==> config.mk <==
export PLATFORM = sky130hd
export DESIGN_NAME = sweep_pair_tracker_flat
export DESIGN_NICKNAME = d
export VERILOG_FILES = /design/src/rtl/sweep_pair_tracker_pkg.sv /design/src/rtl/sweep_pair_tracker_if.sv /design/src/rtl/sweep_pair_tracker_slot_table.sv /design/src/rtl/sweep_pair_tracker.sv /design/src/flat_wrapper.sv
export SDC_FILE = /design/constraint.sdc
export NUM_CORES = 1
export LEC_CHECK = 0
export CAP_MARGIN = 10
export CORE_UTILIZATION = 45
export DETAILED_ROUTE_END_ITERATION = 12
export GPL_ROUTABILITY_DRIVEN = 0
export GPL_TIMING_DRIVEN = 0
export PLACE_DENSITY_LB_ADDON = 0.3
export SLEW_MARGIN = 20
export SYNTH_ARGS = -nofsm -noshare
export SYNTH_HDL_FRONTEND = slang
export SYNTH_SLANG_ARGS = --single-unit
==> constraint.sdc <==
create_clock -name clk_72MHz -period 18.65 [get_ports clk_72MHz]
set_input_delay 3.73 -clock clk_72MHz [delete_from_list [all_inputs] [get_ports clk_72MHz]]
set_output_delay 3.73 -clock clk_72MHz [all_outputs]
set_load 0.01 [all_outputs]
==> src/rtl/sweep_pair_tracker_pkg.sv <==
// Shared definitions for the sweep pair tracker: default widths, FSM encoding
// and the bit layout of an incoming sweep record.
package sweep_pair_tracker_pkg;

    localparam int NUM_SENSORS_DEF = 3;
    localparam int TS_WIDTH_DEF    = 17;
    localparam int ID_WIDTH_DEF    = 17;

    // Record layout: {ts[N-1], ..., ts[0], id}, id at the LSBs.
    localparam int ID_LSB = 0;

    typedef enum logic [1:0] {
        ST_IDLE   = 2'd0,
        ST_LOOKUP = 2'd1,
        ST_STORE  = 2'd2,
        ST_EMIT   = 2'd3
    } state_t;

    function automatic int ts_lsb(input int id_width, input int ts_width, input int sensor);
        return ID_LSB + id_width + sensor * ts_width;
    endfunction

endpackage

==> src/rtl/sweep_pair_tracker_if.sv <==
// Record-in / pair-out handshake bundle for the sweep pair tracker.
// The slave modport is the tracker's view; master is the producer/consumer side.
interface sweep_pair_tracker_if #(
    parameter int NUM_SENSORS = sweep_pair_tracker_pkg::NUM_SENSORS_DEF,
    parameter int TS_WIDTH    = sweep_pair_tracker_pkg::TS_WIDTH_DEF,
    parameter int ID_WIDTH    = sweep_pair_tracker_pkg::ID_WIDTH_DEF
);
    logic [ID_WIDTH+NUM_SENSORS*TS_WIDTH-1:0] in_data;
    logic                                     in_valid;
    logic                                     in_ready;
    logic [2*NUM_SENSORS*TS_WIDTH-1:0]        out_pairs;
    logic [ID_WIDTH-1:0]                      out_id;
    logic                                     out_valid;
    logic                                     out_ready;

    modport master (
        output in_data, in_valid, out_ready,
        input  in_ready, out_pairs, out_id, out_valid
    );

    modport slave (
        input  in_data, in_valid, out_ready,
        output in_ready, out_pairs, out_id, out_valid
    );
endinterface

==> src/rtl/sweep_pair_tracker_slot_table.sv <==
// Table of half-pairs awaiting their second sweep: parallel ID lookup with gap test,
// free/oldest slot selection for stores, and per-slot aging with expiry.
module sweep_pair_tracker_slot_table #(
    parameter int NUM_SENSORS = 3,
    parameter int TS_WIDTH    = 17,
    parameter int ID_WIDTH    = 17,
    parameter int NUM_SLOTS   = 4,
    parameter int MIN_DIFF    = 7500,
    parameter int MAX_AGE     = 2**20,
    parameter int IDX_W       = $clog2(NUM_SLOTS),
    parameter int AGE_W       = $clog2(MAX_AGE + 1)
) (
    input  logic                            clk,
    input  logic                            rst_n,
    input  logic [ID_WIDTH-1:0]             i_id,
    input  logic [NUM_SENSORS*TS_WIDTH-1:0] i_ts,
    input  logic                            i_write,
    input  logic                            i_clear,
    input  logic [IDX_W-1:0]                i_clear_idx,
    output logic                            o_hit,
    output logic [IDX_W-1:0]                o_hit_idx,
    output logic [NUM_SENSORS*TS_WIDTH-1:0] o_hit_ts,
    output logic                            o_gap_ok,
    output logic                            o_evict,
    output logic                            o_any_valid
);
    localparam logic [AGE_W-1:0]    AGE_LAST = AGE_W'(MAX_AGE - 1);
    localparam logic [AGE_W-1:0]    AGE_SAT  = AGE_W'(MAX_AGE);
    localparam logic [TS_WIDTH:0]   GAP      = (TS_WIDTH + 1)'(MIN_DIFF);

    logic [NUM_SLOTS-1:0]            r_valid;
    logic [ID_WIDTH-1:0]             r_id  [NUM_SLOTS];
    logic [NUM_SENSORS*TS_WIDTH-1:0] r_ts  [NUM_SLOTS];
    logic [AGE_W-1:0]                r_age [NUM_SLOTS];

    logic [NUM_SLOTS-1:0]   w_match;
    logic [NUM_SENSORS-1:0] w_gap;
    logic                   w_free_found;
    logic [IDX_W-1:0]       w_free_idx;
    logic [IDX_W-1:0]       w_old_idx;
    logic [AGE_W-1:0]       w_old_age;
    logic [IDX_W-1:0]       w_wr_idx;

    genvar gi;
    generate
        for (gi = 0; gi < NUM_SLOTS; gi++) begin : g_match
            assign w_match[gi] = r_valid[gi] && (r_id[gi] == i_id);
        end
        // Widened by one bit so a stored stamp near the top of range cannot wrap past the new one.
        for (gi = 0; gi < NUM_SENSORS; gi++) begin : g_gap
            assign w_gap[gi] = ({1'b0, o_hit_ts[gi*TS_WIDTH +: TS_WIDTH]} + GAP)
                             < {1'b0, i_ts[gi*TS_WIDTH +: TS_WIDTH]};
        end
    endgenerate

    always_comb begin
        o_hit_idx    = '0;
        w_free_found = 1'b0;
        w_free_idx   = '0;
        w_old_idx    = '0;
        w_old_age    = r_age[0];
        for (int i = NUM_SLOTS - 1; i >= 0; i--) begin
            if (w_match[i]) o_hit_idx = IDX_W'(i);
            if (!r_valid[i]) begin
                w_free_found = 1'b1;
                w_free_idx   = IDX_W'(i);
            end
        end
        for (int i = 1; i < NUM_SLOTS; i++) begin
            if (r_age[i] > w_old_age) begin
                w_old_age = r_age[i];
                w_old_idx = IDX_W'(i);
            end
        end
    end

    assign o_hit       = |w_match;
    assign o_hit_ts    = r_ts[o_hit_idx];
    assign o_gap_ok    = &w_gap;
    assign o_evict     = !w_free_found;
    assign o_any_valid = |r_valid;
    assign w_wr_idx    = w_free_found ? w_free_idx : w_old_idx;

    always_ff @(posedge clk or negedge rst_n) begin
        if (!rst_n) begin
            r_valid <= '0;
            for (int i = 0; i < NUM_SLOTS; i++) begin
                r_id[i]  <= '0;
                r_ts[i]  <= '0;
                r_age[i] <= '0;
            end
        end else begin
            for (int i = 0; i < NUM_SLOTS; i++) begin
                if (i_write && (w_wr_idx == IDX_W'(i))) begin
                    r_valid[i] <= 1'b1;
                    r_id[i]    <= i_id;
                    r_ts[i]    <= i_ts;
                    r_age[i]   <= '0;
                end else if (i_clear && (i_clear_idx == IDX_W'(i))) begin
                    r_valid[i] <= 1'b0;
                    r_age[i]   <= '0;
                end else if (r_valid[i]) begin
                    if (r_age[i] == AGE_LAST) begin
                        r_valid[i] <= 1'b0;
                        r_age[i]   <= AGE_SAT;
                    end else begin
                        r_age[i] <= r_age[i] + 1'b1;
                    end
                end
            end
        end
    end
endmodule

==> src/rtl/sweep_pair_tracker.sv <==
// Pairs successive sweep records of the same base-station ID into first/second sets,
// with drop accounting and an idle heartbeat; slot storage lives in the slot table.
module sweep_pair_tracker
    import sweep_pair_tracker_pkg::*;
#(
    parameter int NUM_SENSORS = NUM_SENSORS_DEF,
    parameter int TS_WIDTH    = TS_WIDTH_DEF,
    parameter int ID_WIDTH    = ID_WIDTH_DEF,
    parameter int NUM_SLOTS   = 4,
    parameter int MIN_DIFF    = 7500,
    parameter int MAX_AGE     = 2**20
) (
    input  logic                clk_72MHz,
    input  logic                reset_n,
    sweep_pair_tracker_if.slave bus,
    output logic [15:0]         drop_count,
    output logic                idle_led
);
    localparam int TSV_W  = NUM_SENSORS * TS_WIDTH;
    localparam int REC_W  = ID_WIDTH + TSV_W;
    localparam int PAIR_W = 2 * TSV_W;
    localparam int IDX_W  = (NUM_SLOTS > 1) ? $clog2(NUM_SLOTS) : 1;

    state_t              r_state, w_state_next;
    logic [REC_W-1:0]    r_rec;
    logic [PAIR_W-1:0]   r_out_pairs;
    logic [ID_WIDTH-1:0] r_out_id;
    logic                r_out_valid;
    logic [15:0]         r_drop;
    logic [25:0]         r_idle_cnt;

    logic                w_accept, w_write, w_clear, w_drop;
    logic                w_hit, w_gap_ok, w_evict, w_any_valid;
    logic [IDX_W-1:0]    w_hit_idx;
    logic [TSV_W-1:0]    w_hit_ts;
    logic [ID_WIDTH-1:0] w_rec_id;
    logic [TSV_W-1:0]    w_rec_ts;
    logic [PAIR_W-1:0]   w_pairs;

    assign w_rec_id = r_rec[ID_LSB +: ID_WIDTH];
    assign w_rec_ts = r_rec[ts_lsb(ID_WIDTH, TS_WIDTH, 0) +: TSV_W];
    assign w_accept = (r_state == ST_IDLE) && bus.in_valid;

    sweep_pair_tracker_slot_table #(
        .NUM_SENSORS (NUM_SENSORS),
        .TS_WIDTH    (TS_WIDTH),
        .ID_WIDTH    (ID_WIDTH),
        .NUM_SLOTS   (NUM_SLOTS),
        .MIN_DIFF    (MIN_DIFF),
        .MAX_AGE     (MAX_AGE),
        .IDX_W       (IDX_W)
    ) u_table (
        .clk         (clk_72MHz),
        .rst_n       (reset_n),
        .i_id        (w_rec_id),
        .i_ts        (w_rec_ts),
        .i_write     (w_write),
        .i_clear     (w_clear),
        .i_clear_idx (w_hit_idx),
        .o_hit       (w_hit),
        .o_hit_idx   (w_hit_idx),
        .o_hit_ts    (w_hit_ts),
        .o_gap_ok    (w_gap_ok),
        .o_evict     (w_evict),
        .o_any_valid (w_any_valid)
    );

    // Output layout interleaves per sensor, sensor 0 at the MSBs: {first0, second0, first1, ...}.
    genvar gi;
    generate
        for (gi = 0; gi < NUM_SENSORS; gi++) begin : g_pair
            localparam int HI = 2 * (NUM_SENSORS - gi) * TS_WIDTH - 1;
            assign w_pairs[HI -: TS_WIDTH]            = w_hit_ts[gi*TS_WIDTH +: TS_WIDTH];
            assign w_pairs[HI - TS_WIDTH -: TS_WIDTH] = r_rec[ts_lsb(ID_WIDTH, TS_WIDTH, gi) +: TS_WIDTH];
        end
    endgenerate

    always_comb begin
        w_state_next = r_state;
        w_write      = 1'b0;
        w_clear      = 1'b0;
        w_drop       = 1'b0;
        case (r_state)
            ST_IDLE: begin
                if (w_accept) w_state_next = ST_LOOKUP;
            end
            ST_LOOKUP: begin
                if (w_hit && w_gap_ok) begin
                    w_clear      = 1'b1;
                    w_state_next = ST_EMIT;
                end else if (w_hit) begin
                    w_drop       = 1'b1;
                    w_state_next = ST_IDLE;
                end else begin
                    w_state_next = ST_STORE;
                end
            end
            ST_STORE: begin
                w_write      = 1'b1;
                w_drop       = w_evict;
                w_state_next = ST_IDLE;
            end
            ST_EMIT: begin
                if (bus.out_ready) w_state_next = ST_IDLE;
            end
            default: w_state_next = ST_IDLE;
        endcase
    end

    always_ff @(posedge clk_72MHz or negedge reset_n) begin
        if (!reset_n) begin
            r_state     <= ST_IDLE;
            r_rec       <= '0;
            r_out_pairs <= '0;
            r_out_id    <= '0;
            r_out_valid <= 1'b0;
            r_drop      <= '0;
            r_idle_cnt  <= '0;
        end else begin
            r_state <= w_state_next;
            if (w_accept) r_rec <= bus.in_data;
            // The hit slot is consumed on the same edge the pair is captured, so it cannot expire first.
            if (w_clear) begin
                r_out_pairs <= w_pairs;
                r_out_id    <= w_rec_id;
                r_out_valid <= 1'b1;
            end else if ((r_state == ST_EMIT) && bus.out_ready) begin
                r_out_valid <= 1'b0;
            end
            if (w_drop && (r_drop != 16'hFFFF)) r_drop <= r_drop + 16'd1;
            if ((r_state == ST_IDLE) && !w_any_valid) r_idle_cnt <= r_idle_cnt + 26'd1;
            else                                       r_idle_cnt <= '0;
        end
    end

    assign bus.in_ready  = (r_state == ST_IDLE);
    assign bus.out_pairs = r_out_pairs;
    assign bus.out_id    = r_out_id;
    assign bus.out_valid = r_out_valid;
    assign drop_count    = r_drop;
    assign idle_led      = r_idle_cnt[25];
endmodule

==> src/flat_wrapper.sv <==
// flat-port wrapper written by rule: the top's interface ports become plain ports
module sweep_pair_tracker_flat import sweep_pair_tracker_pkg::*;
#(
    parameter int NUM_SENSORS = NUM_SENSORS_DEF,
    parameter int TS_WIDTH    = TS_WIDTH_DEF,
    parameter int ID_WIDTH    = ID_WIDTH_DEF,
    parameter int NUM_SLOTS   = 4,
    parameter int MIN_DIFF    = 7500,
    parameter int MAX_AGE     = 2**20
)
  (clk_72MHz, reset_n, drop_count, idle_led, bus_in_data, bus_in_valid, bus_out_ready, bus_in_ready, bus_out_pairs, bus_out_id, bus_out_valid);
  sweep_pair_tracker_if #(.NUM_SENSORS(NUM_SENSORS), .TS_WIDTH(TS_WIDTH), .ID_WIDTH(ID_WIDTH)) bus_i ();
  input  logic clk_72MHz;
  input  logic reset_n;
  output logic [15:0] drop_count;
  output logic idle_led;
  input wire logic [$bits(bus_i.in_data)-1:0] bus_in_data;
  input wire logic [$bits(bus_i.in_valid)-1:0] bus_in_valid;
  input wire logic [$bits(bus_i.out_ready)-1:0] bus_out_ready;
  output wire logic [$bits(bus_i.in_ready)-1:0] bus_in_ready;
  output wire logic [$bits(bus_i.out_pairs)-1:0] bus_out_pairs;
  output wire logic [$bits(bus_i.out_id)-1:0] bus_out_id;
  output wire logic [$bits(bus_i.out_valid)-1:0] bus_out_valid;
  assign bus_i.in_data = bus_in_data;
  assign bus_i.in_valid = bus_in_valid;
  assign bus_i.out_ready = bus_out_ready;
  assign bus_in_ready = bus_i.in_ready;
  assign bus_out_pairs = bus_i.out_pairs;
  assign bus_out_id = bus_i.out_id;
  assign bus_out_valid = bus_i.out_valid;
  sweep_pair_tracker #(.NUM_SENSORS(NUM_SENSORS), .TS_WIDTH(TS_WIDTH), .ID_WIDTH(ID_WIDTH), .NUM_SLOTS(NUM_SLOTS), .MIN_DIFF(MIN_DIFF), .MAX_AGE(MAX_AGE)) u_core (.clk_72MHz(clk_72MHz), .reset_n(reset_n), .bus(bus_i), .drop_count(drop_count), .idle_led(idle_led));
endmodule
==> results.json, run 1 <==
{
  "final_common_cell": "dfrtp_1",
  "slew_viol_final": 0,
  "antenna_found_initial": 1,
  "syn_nets": 3135,
  "ctsHoldBuffers": 0,
  "start_kind": "register",
  "grt_pass1_vias": 24000,
  "wl_met2_mm": 41.4,
  "wl_met3_mm": 7.58,
  "cts_root_buffer": "clkbuf_16",
  "first_pass_iters": 8,
  "synth_area_leaders": "dfrtp_1, mux2_2, ha_1",
  "p_switching_mw": 2.14,
  "power_density_mw_per_mm2": 153,
  "critPathSlowestCell": "a2111oi_0",
  "crit_top_cell": "clkbuf_1",
  "yosys.area.top_type": "dfrtp_1",
  "highest_layer": "met5",
  "synth-edff-count": 0,
  "worst_slew_pin_slew_ns": 1.28,
  "die_h_um": 264,
  "cts_tree": "done",
  "wl_met1_mm": 40.0,
  "cts_buffer_depth": 3,
  "num_vias": 24300,
  "setup_viol": 0,
  "yosys_warnings": 0,
  "hold_class": "register to register",
  "finalPower_mw": 5.57,
  "synth_top_area_share": 0.481,
  "synth_flop_cell": "dfrtp_1",
  "r2r_end": "u_core.bus.out_pairs[21]",
  "synth_cells": 2938,
  "critPathCaptureType": "register",
  "rsz0062_at_grt": "no",
  "drc": 0,
  "first_iter_violations": 2279,
  "synth_seq_cells": 592,
  "wirelength_mm": 92.9,
  "intPower_mw": 3.43,
  "area_growth_syn_to_layout_pct": 18.5,
  "slew_headroom": 0.123,
  "cp_data_arrival_time_ns": 10.90,
  "finClkSkew_ns": 0.0273,
  "wl_per_cell_um": 22.4,
  "holdPathStages": 2,
  "swShare": 0.385,
  "globalRoute.totalOverflow": 0,
  "cts_resized": 0,
  "outcome": "complete, no violations",
  "peakVddDrop_mv": 0.0759,
  "drive_gt1_frac": 0.167,
  "insertion_delay_ns": 0.62,
  "netlist_area_mm2": 0.0308,
  "power_leakage_nw": 16.5,
  "place_hpwl_mm": 66.6,
  "clkSinkCount": 592,
  "routed_via_density": 5.86,
  "hold_end": "u_core.bus.out_pairs[52]",
  "timing.final.ws_setup_ns": 8.24,
  "power_frac_comb": 0.387,
  "numPortBuffers": 209,
  "cts_buffers": 68,
  "r2r-start": "u_core.r_rec[11]",
  "start_util": 0.457,
  "htree_levels": 3,
  "whs_ns": 0.471,
  "die_area_mm2": 0.0695,
  "hold_start": "u_core.bus.out_pairs[52]",
  "hold_viol": 0,
  "fin_util": 0.541,
  "path_class": "register to register",
  "async_flop_share": 1.00,
  "layout.nets": 3422,
  "coreArea_mm2": 0.0674,
  "clock.fmax_ghz": 0.0960,
  "critical_path_required_ns": 19.14,
  "fin_crit_sh": 0.558,
  "critPathMaxStageDelay_ns": 1.08,
  "yosys.cell_types.count": 90,
  "cts_setup_buffers": 0,
  "rrSetupSlack_ns": 8.24,
  "pre_cts_slack_ns": 8.56,
  "diodes": 0,
  "grt_max_degree": 95,
  "postSynthAreaPerCell_um2": 10.5,
  "cts.clk_slew.worst_paths_ns": 0.06,
  "layout_common_cells": "dfrtp_1, nand2_1, mux2_2, clkdlybuf4s50_1, nor2_1",
  "synth-seq-area-share": 0.481,
  "max-cap-violations": 0,
  "grt.total_usage": 0.269,
  "clkPwrFrac": 0.248,
  "ff2ff_path_depth": 32,
  "dieWidth_um": 264,
  "grt_first_pass_wirelength_mm": 145,
  "row_count": 95,
  "finalCriticalPeriod_ns": 10.41,
  "io_pins": 210,
  "seqPwrFrac": 0.365,
  "crit_path_max_fanout": 10,
  "tns_ns": 0,
  "ant_nets": 0
}
-- synthesized netlist by cell type (24+ instances only) --
master      n
inv_1     105
ha_1      125
mux2_2    318
nand2_1   319
a21oi_1   121
nor3_1     44
clkbuf_1   92
nand3_1   113
xor2_1     95
o21ai_0   167
nand4_1    41
nor4_1     24
nor2_1    196
dfrtp_1   592
xnor2_1    56
and3_1     41
buf_2      41
a21o_1     35
o21ai_1    26
-- per-stage QoR --
step / std cells / cell area (µm²)
floorplan: 2938 / 30800
global placement: 4020 / 34000
detailed placement: 4028 / 34200
CTS: 4148 / 36500
global route: 4148 / 36500
finish: 4148 / 36500
-- layout make-up --
type | instances | area [µm²]
Fill cell | 5908 | 30900
Multi-Input combinational cell | 2079 | 14800
Sequential cell | 592 | 14800
Timing Repair Buffer | 217 | 2300
Clock buffer | 97 | 1940
Tap cell | 873 | 1090
Buffer | 161 | 766
Inverter | 106 | 398
Clock inverter | 23 | 345
-- worst max-delay path, delay by kind of cell (launching register included) --
family | cells | cell delay, ns
AO/OA/AOI/OAI | 10 | 3.67
AND/OR/NAND/NOR | 12 | 2.84
buffers and inverters | 6 | 2.48
adder cells (fa/ha/maj) | 2 | 0.57
flip-flops | 1 | 0.36
XOR/XNOR | 2 | 0.30
-- power groups by stage --
| stage | sequential (mW) | clock [mW] | combinational, mW |
|---|---|---|---|
| detailed placement | 2.04 | 0 | 2.11 |
| global placement | 2.03 | 0 | 2.06 |
| CTS | 2.02 | 1.40 | 2.13 |
| finish | 2.03 | 1.38 | 2.15 |
| floorplan | 1.91 | 0 | 1.56 |
| global route | 2.08 | 1.45 | 2.39 |
-- flip-flops by register name, indices dropped and copies added (netlist names) --
register and cells:
u_core.bus.out_id 17, u_core.bus.out_pairs 102, u_core.bus.out_valid 1, u_core.drop_count 16
u_core.r_idle_cnt 26, u_core.r_rec 68, u_core.r_state 2, u_core.u_table.r_age 84
u_core.u_table.r_id 68, u_core.u_table.r_ts 204, u_core.u_table.r_valid 4
-- per-layer routing --
layer	GRT usage	vias to the layer above
met3	0.0613	208
met2	0.409	940
li1	-	11100
met5	0	-
met4	0.113	2
met1	0.367	12100
-- kinds of logic (layout without fill, tap and decap cells) --
| logic type | count (synthesis) | count (layout) | share of synthesized area |
|---|---|---|---|
| flops | 592 | 592 | 0.481 |
| buf+inv | 267 | 604 | 0.0378 |
| simple gates | 892 | 892 | 0.137 |
| xor+xnor | 151 | 151 | 0.0430 |
| fa+ha+maj | 125 | 125 | 0.0508 |
| compound gates | 552 | 552 | 0.118 |
| mux | 359 | 359 | 0.133 |
-- how the worst max path moves through the flow --
stage                              from                        to  slack [ns]  cells after the start
2_1_floorplan  u_core.u_table.r_age[43]   u_core.u_table.r_id[51]       11.14                     36
3_3_place_gp                    reset_n  u_core.bus.out_pairs[80]      -13.33                      1
3_5_place_dp   u_core.u_table.r_age[43]  u_core.u_table.r_age[77]        8.56                     37
4_1_cts        u_core.u_table.r_age[43]  u_core.u_table.r_age[81]        8.54                     37
5_1_grt        u_core.u_table.r_age[43]  u_core.u_table.r_age[81]        7.74                     37
6_report               u_core.r_rec[11]  u_core.bus.out_pairs[21]        8.24                     32
(Power assumes the default switching activity.)
==> run 2: changes to the inputs <==
clock period = 10.25 ns   (was 18.65 ns; I/O delays follow)
==> results.json, run 2 (synthesis results as in run 1) <==
{
  "outcome": "complete, no violations",
  "dp_cells": 4028,
  "diodes": 0,
  "start_kind": "register",
  "cts_setup_buffers": 0,
  "rsz0062_at_grt": "yes",
  "clkSinkCount": 592,
  "final_cell_area_mm2": 0.0365,
  "crit_path_max_fanout": 10,
  "drive_gt1_frac": 0.169,
  "dieWidth_um": 264,
  "grt_first_pass_wirelength_mm": 145,
  "critPathCaptureType": "register",
  "critPathSlowestCell": "nor4b_2",
  "routed_via_density": 5.85,
  "area_growth_syn_to_layout_pct": 18.6,
  "peakVddDrop_mv": 0.138,
  "cts_resized": 0,
  "grt_max_degree": 95,
  "drc": 0,
  "hold_start": "u_core.bus.out_pairs[52]",
  "cts.clk_slew.worst_paths_ns": 0.06,
  "first_iter_violations": 2270,
  "cts_buffer_depth": 3,
  "cts_tree": "done",
  "numPortBuffers": 209,
  "slew_viol_final": 0,
  "placed_area_mm2": 0.0342,
  "insertion_delay_ns": 0.62,
  "finalCriticalPeriod_ns": 9.79,
  "first_pass_iters": 6,
  "ctsHoldBuffers": 0,
  "antenna_found_initial": 1,
  "startpoint": "u_core.u_table.r_age[43]",
  "cts_buffers": 68,
  "critical_path_required_ns": 10.74,
  "crit_top_cell": "o21ai_0",
  "die_area_mm2": 0.0695,
  "hold_viol": 0,
  "wirelength_mm": 92.6,
  "io_pins": 210,
  "grt.total_usage": 0.269,
  "r2r-start": "u_core.u_table.r_age[43]",
  "cts_root_buffer": "clkbuf_16",
  "layout_common_cells": "dfrtp_1, nand2_1, mux2_2, clkdlybuf4s50_1, nor2_1",
  "setup_viol": 0,
  "clock.fmax_ghz": 0.102,
  "num_vias": 24300,
  "regMostFlops": "u_core.u_table.r_ts",
  "slew_headroom": 0.318,
  "final_common_cell": "dfrtp_1",
  "fin_crit_sh": 0.955,
  "max-cap-violations": 0,
  "power_leakage_nw": 16.6,
  "final_cells": 4148,
  "tns_ns": 0,
  "grt_pass1_vias": 24000,
  "start_util": 0.457,
  "globalRoute.totalOverflow": 0,
  "coreArea_mm2": 0.0674,
  "cp_data_arrival_time_ns": 10.28,
  "ant_nets": 0,
  "place_hpwl_mm": 66.6,
  "hold_class": "register to register",
  "row_count": 95,
  "layout.nets": 3422,
  "largest_reg_flops": 204,
  "finClkSkew_ns": 0.0243,
  "die_h_um": 264,
  "path_class": "register to register",
  "htree_levels": 3,
  "wl_per_cell_um": 22.3,
  "critPathMaxStageDelay_ns": 0.76,
  "worst_slew_pin_slew_ns": 1.02,
  "power_density_mw_per_mm2": 278
}
==> run 2: changes by cell type in the layout (fill, tap and decap cells not counted), sizes merged <==
| cell | change |
|---|---|
| clkdlybuf4s15 | +1 |
| clkbuf | -1 |
==> run 2: final timing paths <==
kind | cells after the start | slack, ns | to
setup / recovery | 36 | 0.46 | u_core.u_table.r_ts[114]
setup reg to reg | 36 | 0.46 | u_core.u_table.r_ts[114]
hold / removal | 2 | 0.47 | u_core.bus.out_pairs[52]
hold reg to reg | 2 | 0.47 | u_core.bus.out_pairs[52]
min in group asynchronous | 1 | 1.35 | u_core.r_rec[6]
max in group asynchronous | 5 | 7.04 | u_core.bus.out_pairs[75]
==> run 2: worst max-delay path, delay by kind of cell, from the launching register on <==
family                   cells  cell delay, ns
buffers and inverters        5            2.39
AND/OR/NAND/NOR             10            2.15
multiplexers                 2            0.82
flip-flops                   1            0.46
adder cells (fa/ha/maj)      3            0.87
AO/OA/AOI/OAI               16            2.95
==> run 2: final cells by class <==
cell class,count,area [µm²]
fill,5907,30900
sequential,592,14800
inverter,106,398
clock inverter,23,345
timing repair buffer,217,2300
buffer,161,778
tap,873,1090
multi-input combinational,2079,14800
clock buffer,97,1940
==> run 2: layer usage <==
metal / global-route usage / wire length, µm / vias up
met2: 0.409 / 41400 / 954
met4: 0.113 / 3960 / 2
met3: 0.0613 / 7770 / 215
li1: - / - / 11000
met5: 0 / 11 / -
met1: 0.367 / 39500 / 12100
==> run 2: metrics by stage <==
| step | hold WS (ns) | total power, mW | setup WS, ns | utilization |
|---|---|---|---|---|
| floorplan | 0.446 | 6.31 | 2.74 | - |
| global placement | 0.452 | 7.45 | -20.05 | 0.504 |
| detailed placement | 0.462 | 7.56 | 0.160 | 0.507 |
| CTS | 0.475 | 10.1 | 0.145 | 0.541 |
| global route | 0.494 | 10.8 | -0.0378 | 0.542 |
| finish | 0.473 | 10.1 | 0.460 | 0.542 |
==> run 2: power by group <==
group	internal [mW]	switching (mW)	total, mW
clock	1.50	1.01	2.51
combinational	1.69	2.23	3.92
sequential	3.05	0.652	3.70
==> patch 1 (config.mk and constraints of run 2) <==
Make the reset (`reset_n` and `rst_n`) synchronous in 2 clocked blocks.
--- a/src/rtl/sweep_pair_tracker_slot_table.sv
+++ b/src/rtl/sweep_pair_tracker_slot_table.sv
@@ -82,5 +82,5 @@
     assign w_wr_idx    = w_free_found ? w_free_idx : w_old_idx;
 
-    always_ff @(posedge clk or negedge rst_n) begin
+    always_ff @(posedge clk) begin
         if (!rst_n) begin
             r_valid <= '0;
--- a/src/rtl/sweep_pair_tracker.sv
+++ b/src/rtl/sweep_pair_tracker.sv
@@ -108,5 +108,5 @@
     end
 
-    always_ff @(posedge clk_72MHz or negedge reset_n) begin
+    always_ff @(posedge clk_72MHz) begin
         if (!reset_n) begin
             r_state     <= ST_IDLE;
Function: differs if reset_n is asserted again (counterexample within 4 cycles, from zero or initial values and one cycle with reset_n low); with reset_n held inactive, the same outputs for 4 cycles.
==> patch 1 against run 2 <==
Wire length increased by 0.20%; sequential share of layout area rose by 1.9 points; synthesized area is 0.73% lower; worst setup slack better by 0.16 ns; design area shrank 0.64%; sequential cell count unchanged; largest cell class is now sequential cells; highest routed layer is now met4.
Power is not compared: it rests on default switching activity, and its combinational part moved more than twofold at a synthesized area within 25%.
==> patch 1: results (changes against run 2) <==
stage;metric;value;unit;change
finish;Clock buf/inv share;6.10;%;-0.16 points
synthesis;synth cell count leaders;edfxtp_1, nand2_1, dfxtp_1, and2_1, nor2_1;;
synthesis;syn nets;3142;;+0.22%
synthesis;Netlist cell types;82;;-8.9%
finish;layout cells sized above 1;8.12;%;-8.8 points
critical_path;max incr delay on CP;0.53;ns;-0.23 ns
finish;Final nets;3432;;+0.29%
finish;Non-CTS buffers;396;;+4.8%
drt;Vias;23700;;-2.4%
drt;routed wire length;92800;µm;+0.20%
drt;met1 wire length;38400;µm;-2.8%
grt;global-route wire length before repair;139000;µm;-4.1%
drt;DRT Pass-1 Iters;5;;-1
finish;Seq/total area;42.5;%;+1.9 points
grt;vias in the first global route;22600;;-5.9%
finish;clock buffers;93;;-4.1%
drt;metal3 WL;8040;µm;+3.5%
drt;drt initial violations;2509;;+11%
grt;total track usage;26.5;%;-0.35 points
critical_path;Slowest cell on crit path;a221oi_1;;
synthesis;Adder-Cell Fraction of Synth Area;5.12;%;+0.037 points
finish;signal buffers share of area;8.68;%;+0.25 points
run_status;status;finished, final reports clean;;
grt;GR Util met1;35.3;%;-1.5 points
timing;clock skew;0.0279;ns;+0.00361 ns
drt;Top Layer Used;met4;;
place;port bufs;208;;-0.48%
min_path;Worst Hold Class;flop to flop;;
finish;comb_multi_in;2061;;-0.87%
place;HPWL after detailed placement;65600;µm;-1.5%
finish;Fillers;5895;;-0.20%
clock_network;Hold Buf Count CTS;0;;unchanged
synthesis;number of flops mapped to enable cells by yosys;356;;+356
critical_path;r2r setup slk;0.62;ns;+0.16 ns
drt;routed length on met2;43200;µm;+4.3%
clock_network;CTS buffer count;67;;-1.5%
synthesis;top post-synthesis cells by area;edfxtp_1, dfxtp_1, ha_1, and2_1, mux2i_1;;
grt;largest net degree at the start of global routing;45;;-53%
synthesis;register area share after synthesis;50.4;%;+2.3 points
grt;GRT met3 Usage;4.71;%;-1.4 points
finish;Signal inverters;117;;+10%
finish;FF/Latch Area;15400;µm²;+4.1%
clock_network;post-CTS resize count;6;;+6
synthesis;area share of the largest cell type after synthesis;35.0;%;-13 points
place;placed instance area;33900;µm²;-0.83%
synthesis;Post-Syn Area;30600;µm²;-0.73%
synthesis;post-synthesis xor/xnor area fraction;5.76;%;+1.5 points
power;clock group power;2.43;mW;
synthesis;asr flop ratio synth;0;%;-100 points
grt;grt met2 use;43.3;%;+2.3 points
patch 1: cell types whose count changed in the layout (fill, tap and decap cells not counted), sizes merged, moves of 30 or more:
cell    change
dfrtp     -592
edfxtp    +356
mux2      -319
and2      +249
dfxtp     +236
o21ai     -125
mux2i      +92
nor3       +77
xnor2      +60
nand2      -52
o21a       +34
a221oi     +30
clkbuf     +30
patch 1: metrics by stage:
step	total power, mW	TNS [ns]	hold slack, ns	setup WS, ns	instances
floorplan	3.07	0	0.418	0.0387	2945
global placement	3.26	-851.11	0.431	-3.44	4026
detailed placement	3.27	-16.11	0.440	-0.259	4032
CTS	5.68	0	0.448	0.0919	4156
global route	5.85	-0.00971	0.461	-0.00517	4163
finish	5.66	0	0.446	0.617	4163
patch 1: path summary, 6_finish.rpt:
check | from | end | cells past startpoint
max | u_core.u_table.r_age[0][1]$_SDFFCE_PN0P_ | u_core.u_table.r_ts[3][15]$_SDFFCE_PN0P_ | 41
min | u_core.r_idle_cnt[0]$_SDFF_PN0_ | u_core.r_idle_cnt[0]$_SDFF_PN0_ | 1
max reg2reg | u_core.u_table.r_age[0][1]$_SDFFCE_PN0P_ | u_core.u_table.r_ts[3][15]$_SDFFCE_PN0P_ | 41
min reg2reg | u_core.r_idle_cnt[0]$_SDFF_PN0_ | u_core.r_idle_cnt[0]$_SDFF_PN0_ | 1
patch 1: critical path: cells and delay by family (launching register included):
family | cells | cell delay, ns
multiplexers | 1 | 0.38
AND/OR/NAND/NOR | 6 | 0.79
flip-flops | 1 | 0.48
AO/OA/AOI/OAI | 26 | 5.19
buffers and inverters | 5 | 1.60
adder cells (fa/ha/maj) | 3 | 0.87
==> patch 2 (flow settings as in run 2) <==
Without the edit above. `MIN_DIFF` is set to 7500 in 3 places; all go to 5625.
--- a/src/rtl/sweep_pair_tracker_slot_table.sv
+++ b/src/rtl/sweep_pair_tracker_slot_table.sv
@@ -6,5 +6,5 @@
     parameter int ID_WIDTH    = 17,
     parameter int NUM_SLOTS   = 4,
-    parameter int MIN_DIFF    = 7500,
+    parameter int MIN_DIFF    = 5625,
     parameter int MAX_AGE     = 2**20,
     parameter int IDX_W       = $clog2(NUM_SLOTS),
--- a/src/rtl/sweep_pair_tracker.sv
+++ b/src/rtl/sweep_pair_tracker.sv
@@ -8,5 +8,5 @@
     parameter int ID_WIDTH    = ID_WIDTH_DEF,
     parameter int NUM_SLOTS   = 4,
-    parameter int MIN_DIFF    = 7500,
+    parameter int MIN_DIFF    = 5625,
     parameter int MAX_AGE     = 2**20
 ) (
--- a/src/flat_wrapper.sv
+++ b/src/flat_wrapper.sv
@@ -6,5 +6,5 @@
     parameter int ID_WIDTH    = ID_WIDTH_DEF,
     parameter int NUM_SLOTS   = 4,
-    parameter int MIN_DIFF    = 7500,
+    parameter int MIN_DIFF    = 5625,
     parameter int MAX_AGE     = 2**20
 )
Check against the original RTL: no difference found for any inputs over 4 cycles, from zero or initial values and one cycle with reset_n low; that may be too few to reach the edited logic, so the function may still have changed.
==> patch 2 against run 2 <==
Die area down 0.20%; design area about the same; sequential power down 4%; worst setup slack improved by 0.044 ns; sequential cell count did not move; power fell by 2.1%; wire length grew 1.4%; synthesized area is 0.20% lower; cell count increased by 2.3%; first-iteration DRC count increased by 16%; count of clock-buffer cells in the layout shrank 4.
==> patch 2: results (changes against run 2) <==
stage;metric;value;unit;change
critical_path;Arr. time, crit path;10.23;ns;-0.05 ns
min_path;WHS Endpoint;u_core.u_table.r_ts[111]$_DFFE_PN0N_;;
critical_path;max incr delay on CP;0.90;ns;+0.14 ns
power;Max VDD drop;0.145;mV;+5.1%
drt;vias per cell;5.89;;+0.63%
place;post-place setup slack;0.588;ns;+0.428 ns
synthesis;Netlist cell types;77;;-14%
synthesis;post-synthesis xor/xnor area fraction;4.19;%;-0.11 points
timing;Hold WS;0.477;ns;+0.00439 ns
synthesis;top post-synthesis cells by area;dfrtp_1, mux2_2, ha_1, nand2_1, o21ai_0;;
grt;total track usage;27.0;%;+0.16 points
drt;routed wire length;93900;µm;+1.4%
run_status;status;finished, final reports clean;;
clock_network;Reg clk slew, reported paths;0.06;ns;about the same
clock_network;clk_lat worst skew;0.64;ns;+0.02 ns
finish;final std cells w/o fill;4245;;+2.3%
synthesis;complex-gate fraction of the synthesized area;13.4;%;+1.6 points
critical_path;Worst R2R Path Depth;29;;-19%
min_path;Worst Hold Launch;u_core.u_table.r_ts[111]$_DFFE_PN0N_;;
critical_path;Critical R2R Launch;u_core.r_rec[10]$_DFFE_PN0P_;;
synthesis;synth cell count leaders;dfrtp_1, nand2_1, o21ai_0, mux2_2, nor2_1;;
critical_path;capturing point of the worst reg2reg path;u_core.u_table.r_age[36]$_DFFE_PN0P_;;
finish;layout cells sized above 1;12.7;%;-4.3 points
timing;clock skew;0.0303;ns;+0.00608 ns
synthesis;register area share after synthesis;48.2;%;+0.096 points
synthesis;Adder-Cell Fraction of Synth Area;5.09;%;+0.010 points
timing;relative slew slack;19.3;%;-12 points
drt;drt initial violations;2622;;+16%
power;switching part of the total;38.6;%;+0.092 points
place;cell count after placement;4119;;+2.3%
finish;Final nets;3516;;+2.7%
critical_path;Slowest cell on crit path;nor4_2;;
grt;largest net degree at the start of global routing;100;;+5.3%
place;HPWL after detailed placement;67900;µm;+1.9%
grt;global-route wire length before repair;145000;µm;about the same
synthesis;syn nets;3226;;+2.9%
## patch 2: changes by cell type after synthesis, moves of 18 or more
| cell | run 2 | this run |
|---|---|---|
| mux2_2 | 318 | 219 |
| o21ai_0 | 167 | 248 |
| mux2_1 | 0 | 53 |
| nand2_1 | 319 | 350 |
| xor2_1 | 95 | 64 |
| xnor2_1 | 56 | 83 |
| nor2_1 | 196 | 172 |
| nor3_1 | 44 | 68 |
| nand3_1 | 113 | 90 |
| a21oi_1 | 121 | 143 |
| mux2_4 | 18 | 0 |
| o21ai_1 | 26 | 8 |
## patch 2: layer usage
| metal | up-vias | wire length [µm] | track usage [%] | share of wire (%) |
|---|---|---|---|---|
| li1 | 11400 | - | - | - |
| met1 | 12400 | 40800 | 37.7 | 43 |
| met2 | 1040 | 42000 | 41.5 | 45 |
| met3 | 201 | 7600 | 5.29 | 8.1 |
| met4 | 0 | 3540 | 10.3 | 3.8 |
| met5 | - | 0 | 0 | 0 |
## patch 2: cell type report
class / instances / area [µm²]
antenna: 1 / 2.50
buffer: 179 / 821
clock buffer: 93 / 1970
clock inverter: 29 / 378
fill: 6017 / 30900
inverter: 120 / 450
multi-input combinational: 2138 / 14700
sequential: 592 / 14800
tap: 873 / 1090
timing repair buffer: 220 / 2320
## patch 2: power groups by stage
stage / clock, mW / sequential [mW] / combinational (mW)
floorplan: 0 / 3.36 / 2.76
global placement: 0 / 3.57 / 3.66
detailed placement: 0 / 3.57 / 3.75
CTS: 2.61 / 3.53 / 3.77
global route: 2.70 / 3.62 / 4.19
finish: 2.57 / 3.55 / 3.80
## patch 2: worst min-delay path, delay by kind of cell, from the launching register on
family,cells,cell delay [ns]
flops,1,0.34
simple gates,1,0.04
compound gates,1,0.06
